**config.mk**
```make
export PLATFORM = sky130hd
export DESIGN_NAME = demux8_shift_collector
export DESIGN_NICKNAME = d
export VERILOG_FILES = /design/src/rtl/demux8_shift_collector.sv
export SDC_FILE = /design/constraint.sdc
export NUM_CORES = 1
export LEC_CHECK = 0
export CELL_PAD_IN_SITES_DETAIL_PLACEMENT = 1
export CELL_PAD_IN_SITES_GLOBAL_PLACEMENT = 2
export CORE_MARGIN = 2
export CORE_UTILIZATION = 30
export CTS_CLUSTER_DIAMETER = 40
export CTS_CLUSTER_SIZE = 40
export DETAILED_ROUTE_END_ITERATION = 8
export PLACE_DENSITY = 0.6
export SLEW_MARGIN = 5
export SYNTH_ARGS = -nofsm -noshare
export SYNTH_HDL_FRONTEND = slang
export SYNTH_SLANG_ARGS = --single-unit
```
**constraint.sdc**
```tcl
create_clock -name clk -period 7.1 [get_ports clk]
set_input_delay 1.42 -clock clk [delete_from_list [all_inputs] [get_ports clk]]
set_output_delay 1.42 -clock clk [all_outputs]
set_load 0.01 [all_outputs]
```
**src/rtl/demux8_shift_collector.sv**
```systemverilog
// ---------------------------------------------------------------------------
// demux8_shift_collector
//
// Serial-to-parallel collector. A serial bit stream is steered by a 3-bit
// select (j2 = weight 1, j1 = weight 2, j0 = weight 4) into one of eight
// per-lane shift registers. The lane numbering matches mux8, so a lane
// written here is read back through a mux8 using the same select values.
// Once a lane holds DEPTH bits it is presented as a parallel word on a
// valid/ready output port and then cleared.
//
// Ports:
//   clk        - single clock, all state updates on the rising edge
//   reset      - synchronous, active-high reset
//   in_bit     - serial data bit
//   in_valid   - in_bit is valid this cycle
//   j2,j1,j0   - lane select, lane = 4*j0 + 2*j1 + j2
//   in_ready   - selected lane can accept a bit (combinational)
//   out_word   - completed lane word, first received bit in the MSB
//   out_lane   - index of the lane that produced out_word
//   out_valid  - out_word/out_lane valid
//   out_ready  - consumer accepts out_word this cycle
//   err        - sticky overflow flag (write attempted to a full lane)
// ---------------------------------------------------------------------------
module demux8_shift_collector #(
    parameter int DEPTH = 8
) (
    input  logic             clk,
    input  logic             reset,
    input  logic             in_bit,
    input  logic             in_valid,
    input  logic             j2,
    input  logic             j1,
    input  logic             j0,
    output logic             in_ready,
    output logic [DEPTH-1:0] out_word,
    output logic [2:0]       out_lane,
    output logic             out_valid,
    input  logic             out_ready,
    output logic             err
);

    localparam int CW = $clog2(DEPTH + 1);
    localparam logic [CW-1:0] FULL_CNT = CW'(DEPTH);

    logic [DEPTH-1:0] sr_q  [8];
    logic [DEPTH-1:0] sr_d  [8];
    logic [CW-1:0]    cnt_q [8];
    logic [CW-1:0]    cnt_d [8];

    logic [DEPTH-1:0] word_q, word_d;
    logic [2:0]       lane_q, lane_d;
    logic             valid_q, valid_d;
    logic             err_q, err_d;

    logic [2:0]       sel;
    logic             accept;
    logic             overflow;
    logic             slot_free;
    logic             any_full;
    logic [2:0]       full_idx;

    // j2 is the LSB so the numbering lines up with the mux8 read path.
    assign sel       = {j0, j1, j2};
    assign in_ready  = (cnt_q[sel] != FULL_CNT);
    assign accept    = in_valid && in_ready;
    assign overflow  = in_valid && !in_ready;
    assign slot_free = !valid_q || out_ready;

    // Lowest-index full lane wins: scanning downward lets the last hit,
    // i.e. the smallest index, overwrite any higher one.
    always_comb begin
        any_full = 1'b0;
        full_idx = 3'd0;
        for (int i = 7; i >= 0; i--) begin
            if (cnt_q[i] == FULL_CNT) begin
                any_full = 1'b1;
                full_idx = 3'(i);
            end
        end
    end

    // A draining lane is always full, so it can never be the lane being
    // written in the same cycle; both updates can be applied independently.
    always_comb begin
        for (int i = 0; i < 8; i++) begin
            sr_d[i]  = sr_q[i];
            cnt_d[i] = cnt_q[i];
        end
        word_d  = word_q;
        lane_d  = lane_q;
        valid_d = valid_q;
        err_d   = err_q | overflow;

        if (accept) begin
            sr_d[sel]  = {sr_q[sel][DEPTH-2:0], in_bit};
            cnt_d[sel] = cnt_q[sel] + CW'(1);
        end

        if (slot_free) begin
            if (any_full) begin
                word_d          = sr_q[full_idx];
                lane_d          = full_idx;
                valid_d         = 1'b1;
                sr_d[full_idx]  = '0;
                cnt_d[full_idx] = '0;
            end else begin
                valid_d = 1'b0;
            end
        end
    end

    always_ff @(posedge clk) begin
        if (reset) begin
            for (int i = 0; i < 8; i++) begin
                sr_q[i]  <= '0;
                cnt_q[i] <= '0;
            end
            word_q  <= '0;
            lane_q  <= '0;
            valid_q <= 1'b0;
            err_q   <= 1'b0;
        end else begin
            for (int i = 0; i < 8; i++) begin
                sr_q[i]  <= sr_d[i];
                cnt_q[i] <= cnt_d[i];
            end
            word_q  <= word_d;
            lane_q  <= lane_d;
            valid_q <= valid_d;
            err_q   <= err_d;
        end
    end

    assign out_word  = word_q;
    assign out_lane  = lane_q;
    assign out_valid = valid_q;
    assign err       = err_q;

endmodule

```
==> impl_metrics.tcl, run 1 <==
set metrics [dict create \
    overflow 0 \
    period_share 0.846 \
    worstSetupPathType "in2out" \
    syn_to_final_growth_pct 10.8 \
    regArea_um2 2180 \
    power.leakage_nw 2.66 \
    die_y_um 139 \
    via_per_inst 5.59 \
    instances_no_fill 780 \
    path_max_fanout 24 \
    rrSetupSlack_ps 3970 \
    syn_area_per_cell_um2 9.96 \
    p_seq_frac 0.519 \
    cp.required_ps 5680 \
    combPwrFrac 0.073 \
    powerDensity_nw_per_um2 198 \
    drv_slew 0 \
    vias 4364 \
    critPathLaunchType "input port" \
    synth_top_family_by_area "multiplexers" \
    chipWidth_um 139 \
    dp_cells 765 \
    synthMuxAreaShare 0.252 \
    clk_pin_slew_worst_paths_ps 70 \
    maxSlewHeadroom 0.181 \
    drive_gt1_frac 0.120 \
    design.core.area_um2 17900 \
    clock-sinks 109 \
    ir_worst_vdd_uv 121 \
    hp-class "reg2reg" \
    rsz0062_at_grt "no" \
    htree_levels 3 \
    synthArstFlopShare 0 \
    dp_hpwl_um 13000 \
    status "complete, no violations" \
    dr.first_iter.drc_count 259 \
    hold_violations 0 \
    grt_pass1_vias 4530 \
    gr-usage-all-layers 0.200 \
    wirelength_um 19200 \
    max_slew.worst_pin.slew_ps 1220 \
    synth_edf_count 0 \
    io_pins 22 \
    clock_power_share 0.408 \
    synth_cells 548 \
    yosysWarnings 0 \
    rows 49 \
    yosys.area_share.adder 0.00458 \
    cts_buffers 9 \
    ant_nets 0 \
    cts_tree "done" \
    synth_xor_area_frac 0.00160 \
    switchingPower_mw 0.295 \
    synthFlopType "dfxtp_1" \
    clockBufferDepth 2 \
    grt_pass1_wl_um 29200 \
    fmax_mhz 167 \
    synth-simple-area-share 0.154 \
    first_pass_iters 5 \
    fillers 2019 \
    cts_hold_buf 0 \
    critPathArrivalTime_ps 4580 \
    grt_max_degree 34 \
    finalSetupViolations 0 \
    antenna_found_initial 0 \
    ys_ff_latch 109 \
    critPathCaptureType "output pin" \
    skew_ps 4.15 \
    cap_violations 0 \
    clk_latency_ps 350 \
    multi_input_area_um2 3030 \
    netlist_area_um2 5460 \
    synth-compound-area-share 0.141 \
    port_buffers 21 \
    die_area_um2 19300 \
    yosys.cell_types.count 62 \
    swShare 0.246 \
    layout.nets 557 \
    start_util 0.305 \
    clock-root-buffer "clkbuf_16" \
    cts_resized 0 \
    syn_nets 558 \
    drt-wirelength-per-cell_um 24.6 \
    cts_setup_buffers 0 \
    antenna_cells 0 \
    drc 0 \
    p_int_mw 0.902 \
    fin_setup_tns_ps 0 \
    gp_congestion 0.881 \
    period_needed_ps 6000 \
    seq_area_frac_synth 0.400 \
]
worst max-delay path, stage by stage:
cell and delay [ps]:
clkdlybuf4s50_1 970, nor2_1 530, a221oi_1 180, o21ai_2 530, nor2_1 140, inv_1 210, clkdlybuf4s50_1 580
sequential cells by signal (all words and copies together), names as in the netlist:
signal and count:
sr_q 64, cnt_q 32, out_word 8, out_lane 3, err 1, out_valid 1
placed cells by master, fill, tap and decap left out, drive strengths merged, types with 3 or more instances in the layout:
cell           netlist  layout
dfxtp              109     109
nor2               103     103
mux2i               99      99
nand2               29      29
clkdlybuf4s50        0      20
a21oi               17      17
mux4                14      14
clkbuf              13      12
a221o               10      10
nand4                9       9
a31oi                8       8
buf                 27       8
a22o                 7       7
o21ai                7       7
a31o                 6       6
mux2                 6       6
nor4b                6       6
or4b                 6       6
inv                  5       5
a22oi                5       5
a222oi               5       5
nor3                 5       5
nand2b               4       4
a221oi               3       3
o31ai                3       3
a211oi               3       3
o211ai               3       3
per-layer routing:
layer | up-vias | global-route usage | part of all wire
met5 | - | 0 | 0
met3 | 18 | 0.0262 | 0.026
met2 | 70 | 0.333 | 0.48
li1 | 2015 | - | -
met4 | 0 | 0.0569 | 0.016
met1 | 2261 | 0.272 | 0.48
power groups by stage:
stage                     logic [mW]  registers [mW]  clock network (mW)
after detailed placement      0.0880           0.636                   0
after CTS                     0.0883           0.621               0.505
after floorplan               0.0616           0.634                   0
after global routing          0.0939           0.622               0.527
final                         0.0874           0.621               0.488
after global placement        0.0867           0.636                   0
logic make-up after synthesis:
family	count (synthesis)
flops	109
xor+xnor	1
buf+inv	45
mux	119
compound gates	94
simple gates	178
fa+ha+maj	2
cell usage after synthesis (2+ instances only):
library cell    n  area share
dfxtp_1       109        0.40
nor2_1        103       0.071
mux2i_1        99        0.18
nand2_1        29       0.020
a21oi_1        14       0.013
buf_2          14       0.013
mux4_2         14       0.058
clkbuf_1       13      0.0089
a221o_1        10       0.018
nand4_1         9       0.010
a31oi_1         8      0.0092
a22o_1          7       0.011
buf_6           7       0.014
a31o_2          6      0.0096
buf_4           6      0.0082
mux2_2          6       0.012
a222oi_1        5      0.0092
a22oi_1         5      0.0069
inv_1           5      0.0034
nor4b_1         5      0.0080
o21ai_1         5      0.0046
nand2b_1        4      0.0046
nor3_1          4      0.0037
or4b_1          4      0.0073
a21oi_2         3      0.0048
a221oi_1        3      0.0048
a211oi_1        2      0.0027
a21o_1          2      0.0027
a41oi_1         2      0.0032
and2_1          2      0.0023
ha_1            2      0.0046
nand3_1         2      0.0018
nand3b_1        2      0.0027
nor2b_1         2      0.0023
o211a_1         2      0.0037
o211ai_2        2      0.0046
o21a_1          2      0.0027
o22ai_1         2      0.0023
o31ai_1         2      0.0027
or3b_2          2      0.0032
or4b_2          2      0.0037
final cells by class:
type                    count  area share
clock buffers              12      0.0424
clock inverters             3     0.00352
inverters                   5     0.00310
multi-input cells         394       0.500
flip-flops and latches    109       0.361
well taps                 229      0.0474
repair buffers             28      0.0426
worst paths after layout:
path / from / to / depth (start not counted)
min reg2reg: out_lane[2]$_SDFFE_PP0P_ / out_lane[2]$_SDFFE_PP0P_ / 1
max: j2 / in_ready / 7
min: out_lane[2]$_SDFFE_PP0P_ / out_lane[2]$_SDFFE_PP0P_ / 1
max reg2reg: cnt_q[6][0]$_SDFF_PP0_ / out_word[7]$_SDFFE_PP0P_ / 5
metrics by stage:
step | setup slack [ps] | util | hold WS [ps] | total power, mW | instance area [µm²]
floorplan | 2500 | - | 437 | 0.695 | 5460
global placement | 1210 | 0.322 | 451 | 0.722 | 5770
detailed placement | 1100 | 0.322 | 458 | 0.724 | 5770
CTS | 1090 | 0.338 | 477 | 1.21 | 6050
global route | 927 | 0.338 | 494 | 1.24 | 6050
finish | 1100 | 0.338 | 467 | 1.20 | 6050
No activity file was read; power rests on OpenSTA's default activity.
==> run 2, diff against run 1 <==
--- a/config.mk
+++ b/config.mk
@@ -12,7 +12,7 @@
 export CTS_CLUSTER_DIAMETER = 40
 export CTS_CLUSTER_SIZE = 40
 export DETAILED_ROUTE_END_ITERATION = 8
-export PLACE_DENSITY = 0.6
+export PLACE_DENSITY = 0.62
 export SLEW_MARGIN = 5
 export SYNTH_ARGS = -nofsm -noshare
 export SYNTH_HDL_FRONTEND = slang
==> constraint.sdc (replaced) <==
create_clock -name clk -period 5.14 [get_ports clk]
set_input_delay 1.028 -clock clk [delete_from_list [all_inputs] [get_ports clk]]
set_output_delay 1.028 -clock clk [all_outputs]
set_load 0.01 [all_outputs]
==> run 2 against run 1 <==
Final area is 1.9% higher. Via count is 2.0% higher. Clock power up 57%. Critical path depth up 1. Clock skew increased by 10 ps. Die area unchanged. Combinational power rose by 43%. Sequential cell count is the same. Critical path type unchanged. Critical endpoint unchanged. Largest cell class unchanged. Highest routed layer unchanged.
==> impl_metrics.tcl, run 2 (synthesis results as in run 1) <==
set metrics [dict create \
    status "complete, no violations" \
    cp.required_ps 4110 \
    cts_tree "done" \
    clock-root-buffer "clkbuf_16" \
    drt-wirelength-per-cell_um 24.4 \
    critPathLaunchType "input port" \
    cpPeakStageDelay_ps 650 \
    period_needed_ps 4630 \
    finalSetupViolations 0 \
    grt_pass1_wl_um 29300 \
    layout.nets 566 \
    vias 4453 \
    hp-class "reg2reg" \
    worstSetupPathType "in2out" \
    ir_worst_vdd_uv 167 \
    clock-sinks 109 \
    rows 49 \
    gp_congestion 0.837 \
    largest_reg_flops 64 \
    fillers 2042 \
    period_share 0.901 \
    die_y_um 139 \
    clockBufferDepth 2 \
    clk_pin_slew_worst_paths_ps 70 \
    die_area_um2 19300 \
    drc 0 \
    slowest_stage "clkdlybuf4s50_1" \
    fin_setup_tns_ps 0 \
    largest_register "sr_q" \
    layout_commonest_cell "dfxtp_1" \
    wirelength_um 19300 \
    grt_pass1_vias 4679 \
    grt_max_degree 27 \
    via_per_inst 5.64 \
    dr.first_iter.drc_count 305 \
    htree_levels 3 \
    cts_resized 0 \
    cts_setup_buffers 0 \
    syn_to_final_growth_pct 12.9 \
    overflow 0 \
    chipWidth_um 139 \
    start_util 0.305 \
    antenna_cells 0 \
    maxSlewHeadroom 0.188 \
    first_pass_iters 6 \
    fmax_mhz 216 \
    critPathCaptureType "output pin" \
    hold_depth 2 \
    clk_latency_ps 370 \
    design.core.area_um2 17900 \
    final_area_um2 6170 \
    place_area_um2 5850 \
    power.leakage_nw 2.72 \
    io_pins 22 \
    hold_violations 0 \
    path_max_fanout 26 \
    ff2ff_path_depth 5 \
    skew_ps 14.3 \
    drive_gt1_frac 0.141 \
    cap_violations 0 \
    gr-usage-all-layers 0.203 \
    antenna_found_initial 0 \
    cts_buffers 9 \
    powerDensity_nw_per_um2 284 \
    port_buffers 21 \
    ant_nets 0 \
    max_slew.worst_pin.slew_ps 1200 \
    path_cells "clkdlybuf4s50_1 -> buf_4 -> nor2_1 -> a221oi_1 -> o21ai_2 -> nor2_1 -> inv_1 -> clkdlybuf4s50_1" \
    cts_hold_buf 0 \
    final_cell_mix "dfxtp_1, nor2_1, mux2i_1" \
    rsz0062_at_grt "no" \
    drv_slew 0 \
    critPathArrivalTime_ps 3600 \
    dp_hpwl_um 12700 \
]
==> run 2: cell types whose count changed in the layout (fill, tap and decap cells not counted), sizes merged <==
| cell | previous run | this run |
|---|---|---|
| inv | 5 | 6 |
| bufinv | 0 | 1 |
| buf | 8 | 17 |
| clkbuf | 12 | 11 |
==> run 2: stage by stage <==
stage | utilization | hold slack (ps) | setup WS, ps | power (mW) | std cells
after floorplan | - | 437 | 1330 | 0.960 | 548
after global placement | 0.327 | 456 | 608 | 1.00 | 774
after detailed placement | 0.327 | 474 | 501 | 1.00 | 774
after CTS | 0.344 | 495 | 488 | 1.77 | 790
after global routing | 0.344 | 520 | 277 | 1.81 | 790
final | 0.344 | 486 | 508 | 1.75 | 790
==> run 2: report_power, final <==
part | internal (mW) | total (mW) | switching (mW)
registers | 0.851 | 0.858 | 0.00732
clock network | 0.411 | 0.765 | 0.355
logic | 0.0424 | 0.125 | 0.0830
total | 1.30 | 1.75 | 0.445
==> run 2: worst paths after layout <==
kind | startpoint | endpoint | slack (ps)
hold / removal | err$_SDFF_PP0_ | err$_SDFF_PP0_ | 490
setup / recovery | j0 | in_ready | 510
setup reg to reg | cnt_q[1][3]$_SDFF_PP0_ | out_word[5]$_SDFFE_PP0P_ | 2130
hold reg to reg | err$_SDFF_PP0_ | err$_SDFF_PP0_ | 490
==> run 2: layout make-up <==
class	instances	area (µm²)	share of cell area
timing repair buffer	37	325	0.0528
inverter	5	18.8	0.00304
tap	229	287	0.0465
clock buffer	11	253	0.0410
multi-input combinational	394	3030	0.492
sequential	109	2180	0.354
clock inverter	5	66.3	0.0108
==> run 2: layer usage <==
metal / track usage / vias up / part of all wire
met5: 0 / - / 0
met4: 0.0941 / 0 / 0.037
met3: 0.0401 / 37 / 0.039
met2: 0.327 / 102 / 0.47
met1: 0.263 / 2277 / 0.46
li1: - / 2037 / -
==> run 2: critical path: cells and delay by family <==
family,cells,cell delay [ps]
buf+inv,4,1680
compound gates,2,530
simple gates,2,330
==> run 3, diff against run 2 <==
==> constraint.sdc (replaced) <==
create_clock -name clk -period 5.14 [get_ports clk]
set_input_delay 0.771 -clock clk [delete_from_list [all_inputs] [get_ports clk]]
set_output_delay 0.771 -clock clk [all_outputs]
set_load 0.01 [all_outputs]
==> run 3 against run 2 <==
First-iteration DRC count rose by 5.6%. Cell count down 0.51%. Global-route usage is 0.15 points lower. Fmax grew 5.2%. Utilization is 0.24 points lower. Count of clock-buffer cells in the layout shrank 1. Combinational power is essentially flat. Critical path type unchanged. Sequential cell count stayed put.
==> impl_metrics.tcl, run 3 (synthesis results as in run 1) <==
set metrics [dict create \
    finalSetupViolations 0 \
    drive_gt1_frac 0.135 \
    postLayoutCoreUtil 0.342 \
    gr-usage-all-layers 0.202 \
    layout.nets 563 \
    chipWidth_um 139 \
    hp-class "reg2reg" \
    drt-wirelength-per-cell_um 24.4 \
    cts_hold_buf 0 \
    place_ws_ps 754 \
    grt_max_degree 26 \
    antenna_cells 0 \
    syn_to_final_growth_pct 12.1 \
    maxSlewHeadroom 0.215 \
    status "complete, no violations" \
    holdWs_ps 469 \
    period_share 0.856 \
    htree_levels 3 \
    p_seq_frac 0.506 \
    hold_violations 0 \
    grt_pass1_vias 4506 \
    cts_buffers 9 \
    path_max_fanout 14 \
    die_y_um 139 \
    cp.required_ps 4370 \
    swShare 0.244 \
    clock-sinks 109 \
    design.core.area_um2 17900 \
    fin_setup_tns_ps 0 \
    overflow 0 \
    clock-root-buffer "clkbuf_16" \
    cp_common_cell "clkdlybuf4s50_1" \
    place_area_um2 5820 \
    rows 49 \
    cts_resized 0 \
    start_util 0.305 \
    crit_buf_inv 3 \
    rsz0062_at_grt "no" \
    clk_latency_ps 360 \
    path_cells "clkdlybuf4s50_1 -> mux4_2 -> mux2i_1 -> ha_1 -> o31ai_4 -> nor2_1 -> inv_1 -> clkdlybuf4s50_1" \
    io_pins 22 \
    first_pass_iters 5 \
    max_slew.worst_pin.slew_ps 1170 \
    wirelength_um 19200 \
    grt_pass1_wl_um 29000 \
    min-delay-start "out_lane[2]$_SDFFE_PP0P_" \
    switchingPower_mw 0.414 \
    vias 4409 \
    report.power.total_mw 1.70 \
    cts_tree "done" \
    slowest_stage "clkdlybuf4s50_1" \
    crit_family "buffers and inverters" \
    antenna_found_initial 0 \
    final_cell_mix "dfxtp_1, nor2_1, mux2i_1" \
    crit_end "in_ready" \
    startpoint "j0" \
    combPwrFrac 0.074 \
    largest_register "sr_q" \
    dr.first_iter.drc_count 322 \
    via_per_inst 5.61 \
    dp_hpwl_um 12400 \
    r2r-end "sr_q[7][4]$_SDFF_PP0_" \
    fin_ws_ps 739 \
    p_int_mw 1.28 \
    die_area_um2 19300 \
    layout_commonest_cell "dfxtp_1" \
    ant_nets 0 \
    gp_congestion 0.841 \
    cts_setup_buffers 0 \
    critPathCaptureType "output pin" \
    r2r_start "cnt_q[7][3]$_SDFF_PP0_" \
    drv_slew 0 \
    crit_cells 8 \
    power.leakage_nw 2.70 \
    cap_violations 0 \
    ff2ff_path_depth 5 \
    clk_pin_slew_worst_paths_ps 70 \
    clock_power_share 0.420 \
    drc 0 \
    ir_worst_vdd_uv 169 \
    critPathArrivalTime_ps 3630 \
    instances_no_fill 786 \
    critPathLaunchType "input port" \
    port_buffers 21 \
    final_area_um2 6120 \
    fmax_mhz 227 \
    dp_cells 771 \
    period_needed_ps 4400 \
    skew_ps 8.87 \
    largest_reg_flops 64 \
    worstSetupPathType "in2out" \
    rrSetupSlack_ps 2180 \
    powerDensity_nw_per_um2 277 \
    clockBufferDepth 2 \
    cpPeakStageDelay_ps 850 \
]
[run 3: changes by cell type in the layout (fill, tap and decap cells not counted), sizes merged]
| cell | delta |
|---|---|
| clkbuf | -1 |
| buf | -3 |
| clkinvlp | +1 |
| clkinv | -1 |
[run 3: metal layers]
metal  wire length (µm)  global-route usage
met4                347              0.0505
met2               9040               0.330
met1               9110               0.274
met3                690              0.0390
met5                  0                   0
[run 3: cell type report]
cell class | count | area (µm²)
flip-flops and latches | 109 | 2180
clock buffers | 10 | 239
inverters | 5 | 18.8
fillers | 2022 | 11800
multi-input cells | 394 | 3030
clock inverters | 5 | 58.8
well taps | 229 | 287
repair buffers | 34 | 303
[run 3: worst min path at each step]
stage / endpoint / slack [ps] / depth (start not counted)
floorplan: cnt_q[2][3]$_SDFF_PP0_ / 440 / 2
global placement: out_lane[2]$_SDFFE_PP0P_ / 460 / 1
detailed placement: out_lane[2]$_SDFFE_PP0P_ / 460 / 1
CTS: out_lane[2]$_SDFFE_PP0P_ / 470 / 1
global route: out_lane[2]$_SDFFE_PP0P_ / 490 / 1
finish: out_lane[2]$_SDFFE_PP0P_ / 470 / 1
[run 3: worst reg2reg max path, stage by stage (launching register included)]
cell	delay [ps]
dfxtp_1	410
nor4b_1	600
o211ai_1	230
nor2_2	830
a31o_2	640
nor2_1	120
[run 3: power groups by stage]
stage               Sequential (mW)  Clock, mW  Combinational (mW)
floorplan                     0.875          0              0.0851
global placement              0.878          0               0.124
detailed placement            0.878          0               0.126
CTS                           0.858      0.739               0.127
global route                  0.859      0.776               0.134
finish                        0.858      0.713               0.126
